==> src/rtl/ws2812_pkg.sv <==
// ws2812_pkg: shared colour width, default WS2812 timing at 50 MHz and scheduler FSM states.
package ws2812_pkg;
    localparam int COLOR_W        = 24;
    localparam int BIT_CYCLES     = 63;
    localparam int T1H_CYCLES     = 40;
    localparam int T0H_CYCLES     = 20;
    localparam int RESET_CYCLES   = 10000;
    localparam int REFRESH_CYCLES = 2_500_000;
    typedef enum logic [1:0] {IDLE, START, SEND, LATCH} state_t;
endpackage

==> src/rtl/ws2812_chain_scheduler_bit_encoder.sv <==
// ws2812_bit_encoder: turns one handshaken bit into one WS2812 bit period; low when idle.
module ws2812_bit_encoder #(
    parameter int BIT_CYCLES = ws2812_pkg::BIT_CYCLES,
    parameter int T1H_CYCLES = ws2812_pkg::T1H_CYCLES,
    parameter int T0H_CYCLES = ws2812_pkg::T0H_CYCLES
) (
    input  logic clk,
    input  logic rst,
    input  logic bit_valid,
    input  logic bit_val,
    output logic bit_ready,
    output logic data_out
);
    localparam int CW = BIT_CYCLES > 1 ? $clog2(BIT_CYCLES) : 1;
    logic          active;
    logic          val;
    logic [CW-1:0] cnt;
    // Ready in the final cycle of a period lets the next bit follow with no gap.
    assign bit_ready = !active || cnt == CW'(BIT_CYCLES - 1);
    assign data_out  = active && (int'(cnt) < (val ? T1H_CYCLES : T0H_CYCLES));
    always_ff @(posedge clk) begin
        if (rst) begin
            active <= 1'b0;
            val    <= 1'b0;
            cnt    <= '0;
        end else if (bit_ready) begin
            active <= bit_valid;
            val    <= bit_val;
            cnt    <= '0;
        end else begin
            cnt <= cnt + 1'b1;
        end
    end
endmodule

==> src/rtl/ws2812_chain_scheduler.sv <==
// ws2812_chain_scheduler: double-buffered pixel store streamed as gapless WS2812 frames plus latch gap.
// Optional periodic refresh is enabled by defining WS2812_AUTO_REFRESH_EN.
module ws2812_chain_scheduler #(
    parameter int NUM_LEDS       = 8,
    parameter int BIT_CYCLES     = ws2812_pkg::BIT_CYCLES,
    parameter int T1H_CYCLES     = ws2812_pkg::T1H_CYCLES,
    parameter int T0H_CYCLES     = ws2812_pkg::T0H_CYCLES,
    parameter int RESET_CYCLES   = ws2812_pkg::RESET_CYCLES,
`ifdef WS2812_AUTO_REFRESH_EN
    parameter int REFRESH_CYCLES = ws2812_pkg::REFRESH_CYCLES,
`endif
    localparam int AW = NUM_LEDS > 1 ? $clog2(NUM_LEDS) : 1
) (
    input  logic                           clk,
    input  logic                           rst,
    input  logic                           wr_en,
    input  logic [AW-1:0]                  wr_addr,
    input  logic [ws2812_pkg::COLOR_W-1:0] wr_data,
    input  logic                           frame_req,
    output logic                           busy,
    output logic                           frame_done,
    output logic                           led_data_out
);
    import ws2812_pkg::*;
    localparam int LW = RESET_CYCLES > 1 ? $clog2(RESET_CYCLES) : 1;
    state_t               state, state_n;
    logic [COLOR_W-1:0]   shadow [NUM_LEDS];
    logic [COLOR_W-1:0]   active [NUM_LEDS];
    logic [AW-1:0]        pix;
    logic [4:0]           bit_idx;
    logic [LW-1:0]        lat_cnt;
    logic                 last, pending, req, wr_ok, latch_end;
    logic                 bit_valid, bit_val, bit_ready;
    logic [COLOR_W-1:0]   first_px;
    assign wr_ok      = wr_en && int'(wr_addr) < NUM_LEDS;
    assign latch_end  = state == LATCH && lat_cnt == LW'(RESET_CYCLES - 1);
    assign frame_done = latch_end;
    assign busy       = state != IDLE && !latch_end;
    // START already emits the first bit, so it must see a same-cycle write to pixel 0.
    assign first_px   = (wr_ok && wr_addr == '0) ? wr_data : shadow[0];
`ifdef WS2812_AUTO_REFRESH_EN
    localparam int TW = $clog2(REFRESH_CYCLES);
    logic [TW-1:0] timer;
    always_ff @(posedge clk) begin
        if (rst) timer <= TW'(REFRESH_CYCLES - 1);
        else if (state == START) timer <= TW'(REFRESH_CYCLES - 2);
        else if (timer != '0) timer <= timer - 1'b1;
    end
    assign req = frame_req || timer == '0;
`else
    assign req = frame_req;
`endif
    always_comb begin
        state_n   = state;
        bit_valid = 1'b0;
        bit_val   = 1'b0;
        case (state)
            IDLE:  state_n = req ? START : IDLE;
            START: begin
                state_n   = SEND;
                bit_valid = 1'b1;
                bit_val   = first_px[COLOR_W-1];
            end
            SEND: if (bit_ready) begin
                state_n   = last ? LATCH : SEND;
                bit_valid = !last;
                bit_val   = !last && active[pix][bit_idx];
            end
            LATCH: state_n = latch_end ? ((pending || req) ? START : IDLE) : LATCH;
            default: state_n = IDLE;
        endcase
    end
    always_ff @(posedge clk) begin
        if (rst) begin
            state   <= IDLE;
            pending <= 1'b0;
            pix     <= '0;
            bit_idx <= '0;
            last    <= 1'b0;
            lat_cnt <= '0;
            for (int i = 0; i < NUM_LEDS; i++) begin
                shadow[i] <= '0;
                active[i] <= '0;
            end
        end else begin
            state   <= state_n;
            pending <= state_n == START ? 1'b0 : pending | req;
            lat_cnt <= state == LATCH && !latch_end ? lat_cnt + 1'b1 : '0;
            if (wr_ok) shadow[wr_addr] <= wr_data;
            if (state == START) begin
                for (int i = 0; i < NUM_LEDS; i++)
                    active[i] <= (wr_ok && int'(wr_addr) == i) ? wr_data : shadow[i];
                pix     <= '0;
                bit_idx <= 5'd22;
                last    <= 1'b0;
            end else if (state == SEND && bit_valid) begin
                last    <= int'(pix) == NUM_LEDS - 1 && bit_idx == 5'd0;
                bit_idx <= bit_idx == 5'd0 ? 5'd23 : bit_idx - 1'b1;
                pix     <= (bit_idx == 5'd0 && int'(pix) != NUM_LEDS - 1) ? pix + 1'b1 : pix;
            end
        end
    end
    ws2812_bit_encoder #(
        .BIT_CYCLES(BIT_CYCLES),
        .T1H_CYCLES(T1H_CYCLES),
        .T0H_CYCLES(T0H_CYCLES)
    ) u_enc (
        .clk      (clk),
        .rst      (rst),
        .bit_valid(bit_valid),
        .bit_val  (bit_val),
        .bit_ready(bit_ready),
        .data_out (led_data_out)
    );
endmodule

==> config.mk <==
export PLATFORM = sky130hd
export DESIGN_NAME = ws2812_chain_scheduler
export DESIGN_NICKNAME = d
export VERILOG_FILES = /design/src/rtl/ws2812_pkg.sv /design/src/rtl/ws2812_chain_scheduler_bit_encoder.sv /design/src/rtl/ws2812_chain_scheduler.sv
export SDC_FILE = /design/constraint.sdc
export NUM_CORES = 1
export LEC_CHECK = 0
export ABC_AREA = 1
export CAP_MARGIN = 25
export CORE_MARGIN = 2
export CORE_UTILIZATION = 45
export CTS_CLUSTER_DIAMETER = 60
export DETAILED_ROUTE_END_ITERATION = 7
export PLACE_DENSITY = 0.65
export SYNTH_ARGS = -nofsm -noshare
export SYNTH_HDL_FRONTEND = slang
export SYNTH_SLANG_ARGS = --single-unit
==> constraint.sdc <==
create_clock -name clk -period 8.3 [get_ports clk]
set_clock_uncertainty 0.2 [all_clocks]
set_input_delay 1.66 -clock clk [delete_from_list [all_inputs] [get_ports clk]]
set_output_delay 1.66 -clock clk [all_outputs]
set_load 0.02 [all_outputs]
==> metrics.yaml, run 1 <==
run_status: "finished clean"
startpoint_type: "input port"
critPathMaxFanout: 78
grt_pass1_wl_um: 76400
slew_headroom: 0.303
rr_worst_depth: 16
peakVddDrop_mv: 0.131
grt_pass1_vias: 13225
maxCapViolCount: 0
grt_usage: 0.226
yosysMostFrequentCell: "nand2_1"
max_freq_mhz: 216
postCtsHoldBufs: 0
synthTopCellsByCount: "nand2_1 (391), edfxtp_1 (384), nor2_1 (350)"
cts_buffer_depth: 3
nFillCells: 3781
vias: 13579
syn2layout_area_growth_pct: 12.3
period_share: 0.558
post_cts_resized: 0
synth_area_leaders: "edfxtp_1 (61%), nand2_1 (7.8%), nor2_1 (7.0%)"
drtIter0Drc: 1567
ctsRootBufferMaster: "clkbuf_16"
portBuffers: 33
dpl.hpwl_um: 29500
wire_per_inst_um: 20.5
synthFlopType: "edfxtp_1"
synth_top_area_cell: "edfxtp_1"
numCtsBuffers: 47
setup_tns_ns: 0
num-nets-final: 1865
worstSetupPathType: "in -> reg"
placed_cell_area_mm2: 0.0196
numClockSinks: 421
avgSynthCellArea_um2: 10.2
chipWidth_um: 209
io_pins: 34
max_stage_delay_ns: 0.91
path_clk_slew_ns: 0.06
maxSlewViolCount: 0
rsz0062_at_grt: "false"
cp_data_required_time_ns: 8.36
diodes: 0
synthCells: 1844
p_per_area_mw_per_mm2: 243
die-area_mm2: 0.0436
synth_top_area_share: 0.611
synth-edff-count: 384
synth_nets: 1889
drive_above_1_share: 0.0884
dr.pass1.iters: 5
dieHeight_um: 209
leakagePower_nw: 8.00
design_area_mm2: 0.0212
cp_num_buf_inv: 3
crit_family: "buffers and inverters"
syn_area_mm2: 0.0189
period_needed_ns: 4.63
avgViaCountPerCell: 5.67
async_flop_share: 0
finalHoldViolations: 0
r2r-end: "u_enc.val$_SDFFE_PP0N_"
core_mm2: 0.0417
grt_max_degree: 130
postRouteAntennaNets: 0
worstHoldPathType: "reg -> reg"
antenna_found_initial: 0
remaining_drc_errors: 0
cp-startpoint: "rst"
clock_latency_ns: 0.56
rrSetupSlack_ns: 4.77
synth_seq_cells: 421
hold_depth: 1
cp.depth: 5
arrival_ns: 4.69
path_cells: "clkdlybuf4s50_1, inv_2, nand2_4, buf_4, a211oi_1"
synth-seq-area-share: 0.650
ys_warn_count: 0
cp-end-kind: "flop"
crit_end: "active[1][12]$_SDFFCE_PN0P_"
grt_remaining_overflow: 0
yosysUniqueCellTypes: 37
wl_um: 49100
core.rowCount: 75
place_congestion: 0.839
slowest_stage: "clkdlybuf4s50_1"
cts_setup_buffers: 0
setup_viol: 0
worstMarginPinSlew_ns: 1.04
cts_tree: "built"
fin_hold_ws_ns: 0.261
start_util: 0.453
htree_num_levels: 2
==> worst min path at each step <==
stage                          startpoint                     to  slack (ns)
finish              lat_cnt[0]$_SDFF_PP0_  lat_cnt[0]$_SDFF_PP0_        0.26
CTS                 lat_cnt[0]$_SDFF_PP0_  lat_cnt[0]$_SDFF_PP0_        0.26
detailed placement  lat_cnt[0]$_SDFF_PP0_  lat_cnt[0]$_SDFF_PP0_        0.25
global placement    lat_cnt[0]$_SDFF_PP0_  lat_cnt[0]$_SDFF_PP0_        0.23
global route        lat_cnt[0]$_SDFF_PP0_  lat_cnt[0]$_SDFF_PP0_        0.29
floorplan           lat_cnt[0]$_SDFF_PP0_  lat_cnt[0]$_SDFF_PP0_        0.22
==> worst register-to-register path, delay by kind of cell, from the launching register on <==
family | cells | cell delay (ns)
buffers and inverters | 3 | 0.84
flip-flops | 1 | 0.74
AO/OA/AOI/OAI | 1 | 0.71
AND/OR/NAND/NOR | 12 | 0.93
==> cell families (layout without fill, tap and decap cells) <==
logic type	Yosys count	in the layout	synth area share
adder cells (fa/ha/maj)	14	14	0.00928
AO/OA/AOI/OAI	248	248	0.0889
buffers and inverters	245	257	0.0541
XOR/XNOR	7	7	0.00325
flip-flops	421	421	0.650
AND/OR/NAND/NOR	909	909	0.194
==> routing by layer <==
layer	global-route usage	wire length, um	vias to the layer above
li1	-	-	6276
met1	0.324	21200	6639
met2	0.350	22500	556
met3	0.0376	3850	108
met4	0.0793	1580	0
met5	0	0	-
==> final cells by class <==
class                           count  area (um^2)  area share
Tap cell                          539          674      0.0318
Multi-Input combinational cell   1178         5620       0.265
Clock buffer                       67         1320      0.0625
Clock inverter                     18          170     0.00803
Sequential cell                   421        12300       0.579
Inverter                          109          419      0.0198
Timing Repair Buffer               63          716      0.0338
==> per-stage QoR <==
stage / worst slack [ns] / std cells / total power, mW / utilization
after detailed placement: 3.14 / 2306 / 3.16 / 0.471
after CTS: 3.72 / 2391 / 5.16 / 0.507
after global routing: 3.51 / 2395 / 5.32 / 0.509
final: 3.67 / 2395 / 5.15 / 0.509
after floorplan: 1.86 / 1844 / 2.99 / -
after global placement: 3.10 / 2299 / 3.14 / 0.467
==> where the power goes <==
part           switching, mW  total [mW]  internal [mW]  leakage, nW
clock                  0.822        2.02           1.20        0.732
combinational          0.358       0.504          0.146         3.10
sequential            0.0657        2.62           2.56         4.17
==> sequential cells by signal (all words and copies together) (netlist names), named ones only <==
name	cells
u_enc.active	1
pending	1
lat_cnt	14
shadow	192
u_enc.val	1
state	2
bit_idx	5
last	1
pix	3
active	192
u_enc.cnt	6
==> cells in the final DEF (no fill, tap or decap), types with 2 or more instances in the layout <==
| cell | Yosys | layout |
|---|---|---|
| nand2_1 | 391 | 390 |
| clkdlybuf4s50_1 | 0 | 33 |
| clkbuf_1 | 80 | 15 |
| edfxtp_1 | 384 | 384 |
| nand4_1 | 5 | 5 |
| o21ai_1 | 5 | 5 |
| nand3_2 | 1 | 2 |
| inv_1 | 106 | 104 |
| inv_2 | 1 | 2 |
| nor2_1 | 350 | 347 |
| a21oi_1 | 68 | 68 |
| nor3b_1 | 2 | 2 |
| clkbuf_8 | 0 | 3 |
| buf_4 | 5 | 19 |
| clkbuf_16 | 0 | 49 |
| a31oi_1 | 4 | 4 |
| nor4_1 | 4 | 4 |
| o21ai_0 | 23 | 23 |
| ha_1 | 14 | 14 |
| xor2_1 | 6 | 6 |
| nor2_4 | 0 | 2 |
| o211ai_1 | 5 | 5 |
| buf_8 | 0 | 3 |
| bufinv_16 | 0 | 3 |
| clkinv_2 | 0 | 8 |
| or2_2 | 3 | 3 |
| dfxtp_1 | 37 | 35 |
| clkinv_1 | 1 | 5 |
| nand3_1 | 140 | 139 |
| buf_16 | 0 | 7 |
| nor3_1 | 8 | 7 |
| nand2_2 | 2 | 2 |
| a211oi_1 | 92 | 92 |
| a31o_2 | 48 | 48 |
(Power assumes the default switching activity.)
==> run 2, diff against run 1 <==
==> constraint.sdc (replaced) <==
create_clock -name clk -period 4.7 [get_ports clk]
set_clock_uncertainty 0.2 [all_clocks]
set_input_delay 0.94 -clock clk [delete_from_list [all_inputs] [get_ports clk]]
set_output_delay 0.94 -clock clk [all_outputs]
set_load 0.02 [all_outputs]
==> metrics.yaml, run 2 (synthesized netlist as in run 1, its figures left out) <==
finalHoldViolations: 0  # unchanged
post-route-util: 0.505  # was 0.509
syn2layout_area_growth_pct: 11.5  # was 12.3%
placed_cell_area_mm2: 0.0196  # about the same
worstHoldEndpoint: "lat_cnt[0]$_SDFF_PP0_"  # unchanged
die-area_mm2: 0.0436  # unchanged
postRouteAntennaNets: 0  # unchanged
portBuffers: 33  # unchanged
leakagePower_nw: 7.93  # was 8.00 nW
min_from: "lat_cnt[0]$_SDFF_PP0_"  # unchanged
pwr-share-clk: 0.380  # was 0.393
core.rowCount: 75  # unchanged
vias: 13486  # was 13579
ctsRootBufferMaster: "clkbuf_16"  # unchanged
drive_above_1_share: 0.0894  # was 0.0884
p_per_area_mw_per_mm2: 423  # was 243 mW/mm^2
slew_headroom: 0.324  # was 0.303
start_util: 0.453  # unchanged
period_share: 0.791
io_pins: 34  # unchanged
dieHeight_um: 209  # unchanged
dpl.hpwl_um: 29400  # was 29500 um
rr_worst_depth: 15  # was 16
wl_um: 48700  # was 49100 um
arrival_ns: 2.58  # was 4.69 ns
grt_usage: 0.226  # about the same
worstMarginPinSlew_ns: 1.01  # was 1.04 ns
rsz0062_at_grt: "false"  # unchanged
dr.pass1.iters: 6  # was 5
post_cts_resized: 0  # unchanged
final_cell_mix: "nand2_1 (390), edfxtp_1 (384), nor2_1 (346), nand3_1 (139), inv_1 (104)"  # was nand2_1 (390), edfxtp_1 (384), nor2_1 (347), nand3_1 (139), inv_1 (104)
power.switching_mw: 2.19  # was 1.25 mW
cts_buffer_depth: 3  # unchanged
place_congestion: 0.848  # was 0.839
grt_pass1_vias: 13195  # was 13225
grt_max_degree: 164  # was 130
maxCapViolCount: 0  # unchanged
critPathMaxFanout: 4  # was 78
use_met2: 0.368  # was 0.350
p_int_mw: 6.72  # was 3.90 mW
grt_most_used_layer: "met2"  # unchanged
cts_setup_buffers: 0  # unchanged
drtIter0Drc: 1425  # was 1567
clock_latency_ns: 0.56  # about the same
core_mm2: 0.0417  # unchanged
p_comb_frac: 0.102  # was 0.098
fin_hold_ws_ns: 0.250  # was 0.261 ns
gr-usage-met1: 0.304  # was 0.324
antenna_found_initial: 0  # unchanged
cp-end-kind: "output port"  # was flop
postCtsHoldBufs: 0  # unchanged
groute.layer.met3.usage: 0.0341  # was 0.0376
worstSetupPathType: "reg -> out"  # was in -> reg
diodes: 0  # unchanged
setup_viol: 0  # unchanged
r2r-end: "u_enc.val$_SDFFE_PP0N_"  # unchanged
startpoint_type: "flop"  # was input port
wire_per_inst_um: 20.3  # was 20.5 um
htree_num_levels: 2  # unchanged
num-nets-final: 1870  # was 1865
setup_tns_ns: 0  # unchanged
p_seq_frac: 0.518  # was 0.509
hold_depth: 1  # unchanged
remaining_drc_errors: 0  # unchanged
worstHoldPathType: "reg -> reg"  # unchanged
path_clk_slew_ns: 0.06  # about the same
grt_pass1_wl_um: 75400  # was 76400 um
numClockSinks: 421  # unchanged
largestRegisters: "active (192), shadow (192), lat_cnt (14)"  # unchanged
maxSlewViolCount: 0  # unchanged
cts_tree: "built"  # unchanged
cp_data_required_time_ns: 3.56  # was 8.36 ns
peakVddDrop_mv: 0.261  # was 0.131 mV
nFillCells: 3738  # was 3781
period_needed_ns: 3.72
chipWidth_um: 209  # unchanged
run_status: "finished clean"  # unchanged
final_common_cell: "nand2_1"  # unchanged
grt_remaining_overflow: 0  # unchanged
max_freq_mhz: 269
rrSetupSlack_ns: 1.61  # was 4.77 ns
swShare: 0.246  # was 0.242
design_area_mm2: 0.0211  # was 0.0212 mm^2
numCtsBuffers: 44  # was 47
avgViaCountPerCell: 5.63  # was 5.67
power.total_mw: 8.91  # was 5.15 mW
==> run 2: power groups by stage <==
| stage | logic, mW | registers (mW) | clock network (mW) |
|---|---|---|---|
| 4_1_cts | 0.901 | 4.62 | 3.43 |
| 6_report | 0.907 | 4.62 | 3.39 |
| 5_1_grt | 0.999 | 4.66 | 3.56 |
| 3_3_place_gp | 0.880 | 4.69 | 0 |
| 3_5_place_dp | 0.896 | 4.70 | 0 |
| 2_1_floorplan | 0.584 | 4.68 | 0 |
==> run 2: per-stage QoR <==
stage / std cells / setup WS [ns]
2_1_floorplan: 1844 / 0.00684
3_3_place_gp: 2316 / 1.20
3_5_place_dp: 2317 / 1.13
4_1_cts: 2395 / 0.922
5_1_grt: 2396 / 0.774
6_report: 2396 / 0.981
==> run 2: cell type report <==
cell class                 count  area [um^2]  share of cell area
sequential                   421        12300               0.583
multi-input combinational   1178         5620               0.267
clock buffer                  56         1190              0.0565
tap                          539          674              0.0320
timing repair buffer          71          673              0.0320
inverter                     109          415              0.0197
clock inverter                22          199             0.00945
==> run 2: worst max path at each step <==
stage	start	to	slack [ns]	cells after the start
floorplan	rst	active[0][0]$_SDFFCE_PN0P_	0.007	3
global route	lat_cnt[0]$_SDFF_PP0_	busy	0.77	9
CTS	lat_cnt[0]$_SDFF_PP0_	frame_done	0.92	8
detailed placement	wr_addr[2]	shadow[3][17]$_SDFFCE_PN0P_	1.13	8
global placement	wr_addr[2]	shadow[3][19]$_SDFFCE_PN0P_	1.20	8
finish	lat_cnt[0]$_SDFF_PP0_	frame_done	0.98	8
==> run 2: routing by layer <==
metal	vias to the layer above	part of all wire
met5	-	0
met2	588	0.47
li1	6297	-
met1	6508	0.41
met4	0	0.036
met3	93	0.079
==> run 2: worst max-delay path: stages, from the launching register on <==
cell             delay, ns
dfxtp_1               0.35
ha_1                  0.17
nand2_1               0.10
nor2_1                0.10
nand2_1               0.09
nor4_1                0.33
inv_1                 0.09
nor2_1                0.17
clkdlybuf4s50_1       0.64
==> run 3, diff against run 2 <==
--- a/config.mk
+++ b/config.mk
@@ -11,7 +11,7 @@
 export CORE_UTILIZATION = 45
 export CTS_CLUSTER_DIAMETER = 60
 export DETAILED_ROUTE_END_ITERATION = 7
-export PLACE_DENSITY = 0.65
+export PLACE_DENSITY = 0.67
 export SYNTH_ARGS = -nofsm -noshare
 export SYNTH_HDL_FRONTEND = slang
 export SYNTH_SLANG_ARGS = --single-unit
==> constraint.sdc (replaced) <==
create_clock -name clk -period 3.3 [get_ports clk]
set_clock_uncertainty 0.2 [all_clocks]
set_input_delay 0.66 -clock clk [delete_from_list [all_inputs] [get_ports clk]]
set_output_delay 0.66 -clock clk [all_outputs]
set_load 0.02 [all_outputs]
==> metrics.yaml, run 3 (synthesized netlist as in run 1, its figures left out) <==
grt_remaining_overflow: 0  # unchanged
core_mm2: 0.0417  # unchanged
setup_tns_ns: 0  # unchanged
chipWidth_um: 209  # unchanged
antenna_found_initial: 1  # was 0
post_cts_resized: 4  # was 0
period_needed_ns: 3.14
clock_latency_ns: 0.56  # about the same
num-nets-final: 1903  # was 1870
drive_above_1_share: 0.108  # was 0.0894
rr_worst_depth: 16  # was 15
largestRegisters: "active (192), shadow (192), lat_cnt (14)"  # unchanged
leakagePower_nw: 8.17  # was 7.93 nW
max_freq_mhz: 319
hold_depth: 1  # unchanged
rsz0062_at_grt: "false"  # unchanged
grt_usage: 0.226  # about the same
syn2layout_area_growth_pct: 13.6  # was 11.5%
startpoint_type: "flop"  # unchanged
io_pins: 34  # unchanged
maxSlewViolCount: 0  # unchanged
critPathMaxFanout: 4  # unchanged
grt_max_degree: 100  # was 164
postRouteAntennaNets: 0  # unchanged
cts_setup_buffers: 0  # unchanged
numClockSinks: 421  # unchanged
worstMarginPinSlew_ns: 1.09  # was 1.01 ns
worstHoldEndpoint: "lat_cnt[0]$_SDFF_PP0_"  # unchanged
avgViaCountPerCell: 5.60  # was 5.63
cts_tree: "built"  # unchanged
setup_viol: 0  # unchanged
dpl.hpwl_um: 29900  # was 29400 um
portBuffers: 33  # unchanged
r2r-end: "u_enc.val$_SDFFE_PP0N_"  # unchanged
slew_headroom: 0.274  # was 0.324
p_per_area_mw_per_mm2: 592  # was 423 mW/mm^2
worstSetupPathType: "reg -> out"  # unchanged
wire_per_inst_um: 20.1  # was 20.3 um
cp_data_required_time_ns: 2.44  # was 3.56 ns
grt_pass1_vias: 13395  # was 13195
run_status: "finished clean"  # unchanged
start_util: 0.453  # unchanged
post-route-util: 0.515  # was 0.505
min_from: "lat_cnt[0]$_SDFF_PP0_"  # unchanged
wl_um: 48700  # about the same
core.rowCount: 75  # unchanged
remaining_drc_errors: 0  # unchanged
arrival_ns: 2.28  # was 2.58 ns
numCtsBuffers: 44  # unchanged
vias: 13609  # was 13486
final_cell_mix: "nand2_1 (390), edfxtp_1 (384), nor2_1 (346), nand3_1 (139), inv_1 (104)"  # unchanged
htree_num_levels: 2  # unchanged
peakVddDrop_mv: 0.333  # was 0.261 mV
finalHoldViolations: 0  # unchanged
cts_buffer_depth: 3  # unchanged
dr.pass1.iters: 5  # was 6
drtIter0Drc: 1509  # was 1425
grt_pass1_wl_um: 75700  # was 75400 um
path_clk_slew_ns: 0.06  # about the same
maxCapViolCount: 0  # unchanged
rrSetupSlack_ns: 0.73  # was 1.61 ns
dieHeight_um: 209  # unchanged
period_share: 0.950
diodes: 0  # unchanged
ctsRootBufferMaster: "clkbuf_16"  # unchanged
postCtsHoldBufs: 0  # unchanged
final_common_cell: "nand2_1"  # unchanged
cp-end-kind: "output port"  # unchanged
die-area_mm2: 0.0436  # unchanged
place_congestion: 0.850  # was 0.848
worstHoldPathType: "reg -> reg"  # unchanged
run 3: cell type report:
class | instances | area (um^2)
clock buffers | 61 | 1230
repair buffers | 104 | 1060
clock inverters | 18 | 154
flip-flops and latches | 421 | 12300
fillers | 3668 | 20200
multi-input cells | 1178 | 5640
inverters | 109 | 415
well taps | 539 | 674
run 3: stage by stage:
| step | power, mW | hold slack (ns) | cells | worst slack (ns) | instance area (um^2) |
|---|---|---|---|---|---|
| after detailed placement | 8.00 | 0.244 | 2351 | 0.352 | 20100 |
| final | 12.7 | 0.259 | 2430 | 0.164 | 21400 |
| after CTS | 12.8 | 0.256 | 2430 | 0.121 | 21400 |
| after global routing | 13.1 | 0.275 | 2430 | 0.0224 | 21400 |
| after global placement | 7.96 | 0.230 | 2351 | 0.433 | 20100 |
| after floorplan | 7.50 | 0.218 | 1844 | -1.11 | 18900 |
run 3: how the worst max path moves through the flow:
stage / startpoint / end / slack (ns) / cells past startpoint
2_1_floorplan: rst / active[0][0]$_SDFFCE_PN0P_ / -1.11 / 3
3_3_place_gp: rst / shadow[7][18]$_SDFFCE_PN0P_ / 0.43 / 6
3_5_place_dp: rst / shadow[7][18]$_SDFFCE_PN0P_ / 0.35 / 6
4_1_cts: lat_cnt[0]$_SDFF_PP0_ / busy / 0.12 / 9
5_1_grt: lat_cnt[0]$_SDFF_PP0_ / busy / 0.02 / 9
6_report: lat_cnt[0]$_SDFF_PP0_ / busy / 0.16 / 9
run 3: worst max-delay path: stages, from the launching register on:
cell and delay (ns):
dfxtp_1 0.36, ha_1 0.18, nand2_1 0.11, nor2_1 0.14
nand2_1 0.12, nor4_4 0.25, inv_1 0.08, o21ai_1 0.12
inv_1 0.05, dlygate4sd2_1 0.31
run 3: power breakdown:
group / leakage (nW) / internal (mW) / switching (mW)
Combinational: 3.31 / 0.406 / 0.899
Sequential: 4.17 / 6.42 / 0.165
Clock: 0.687 / 2.77 / 2.03
run 3: layer usage:
layer  vias up  track usage  wire, um
li1       6376            -         -
met1      6508        0.301     19400
met2       591        0.369     22800
met3       130       0.0388      4510
met4         4       0.0926      1940
met5         -       0.0122        81
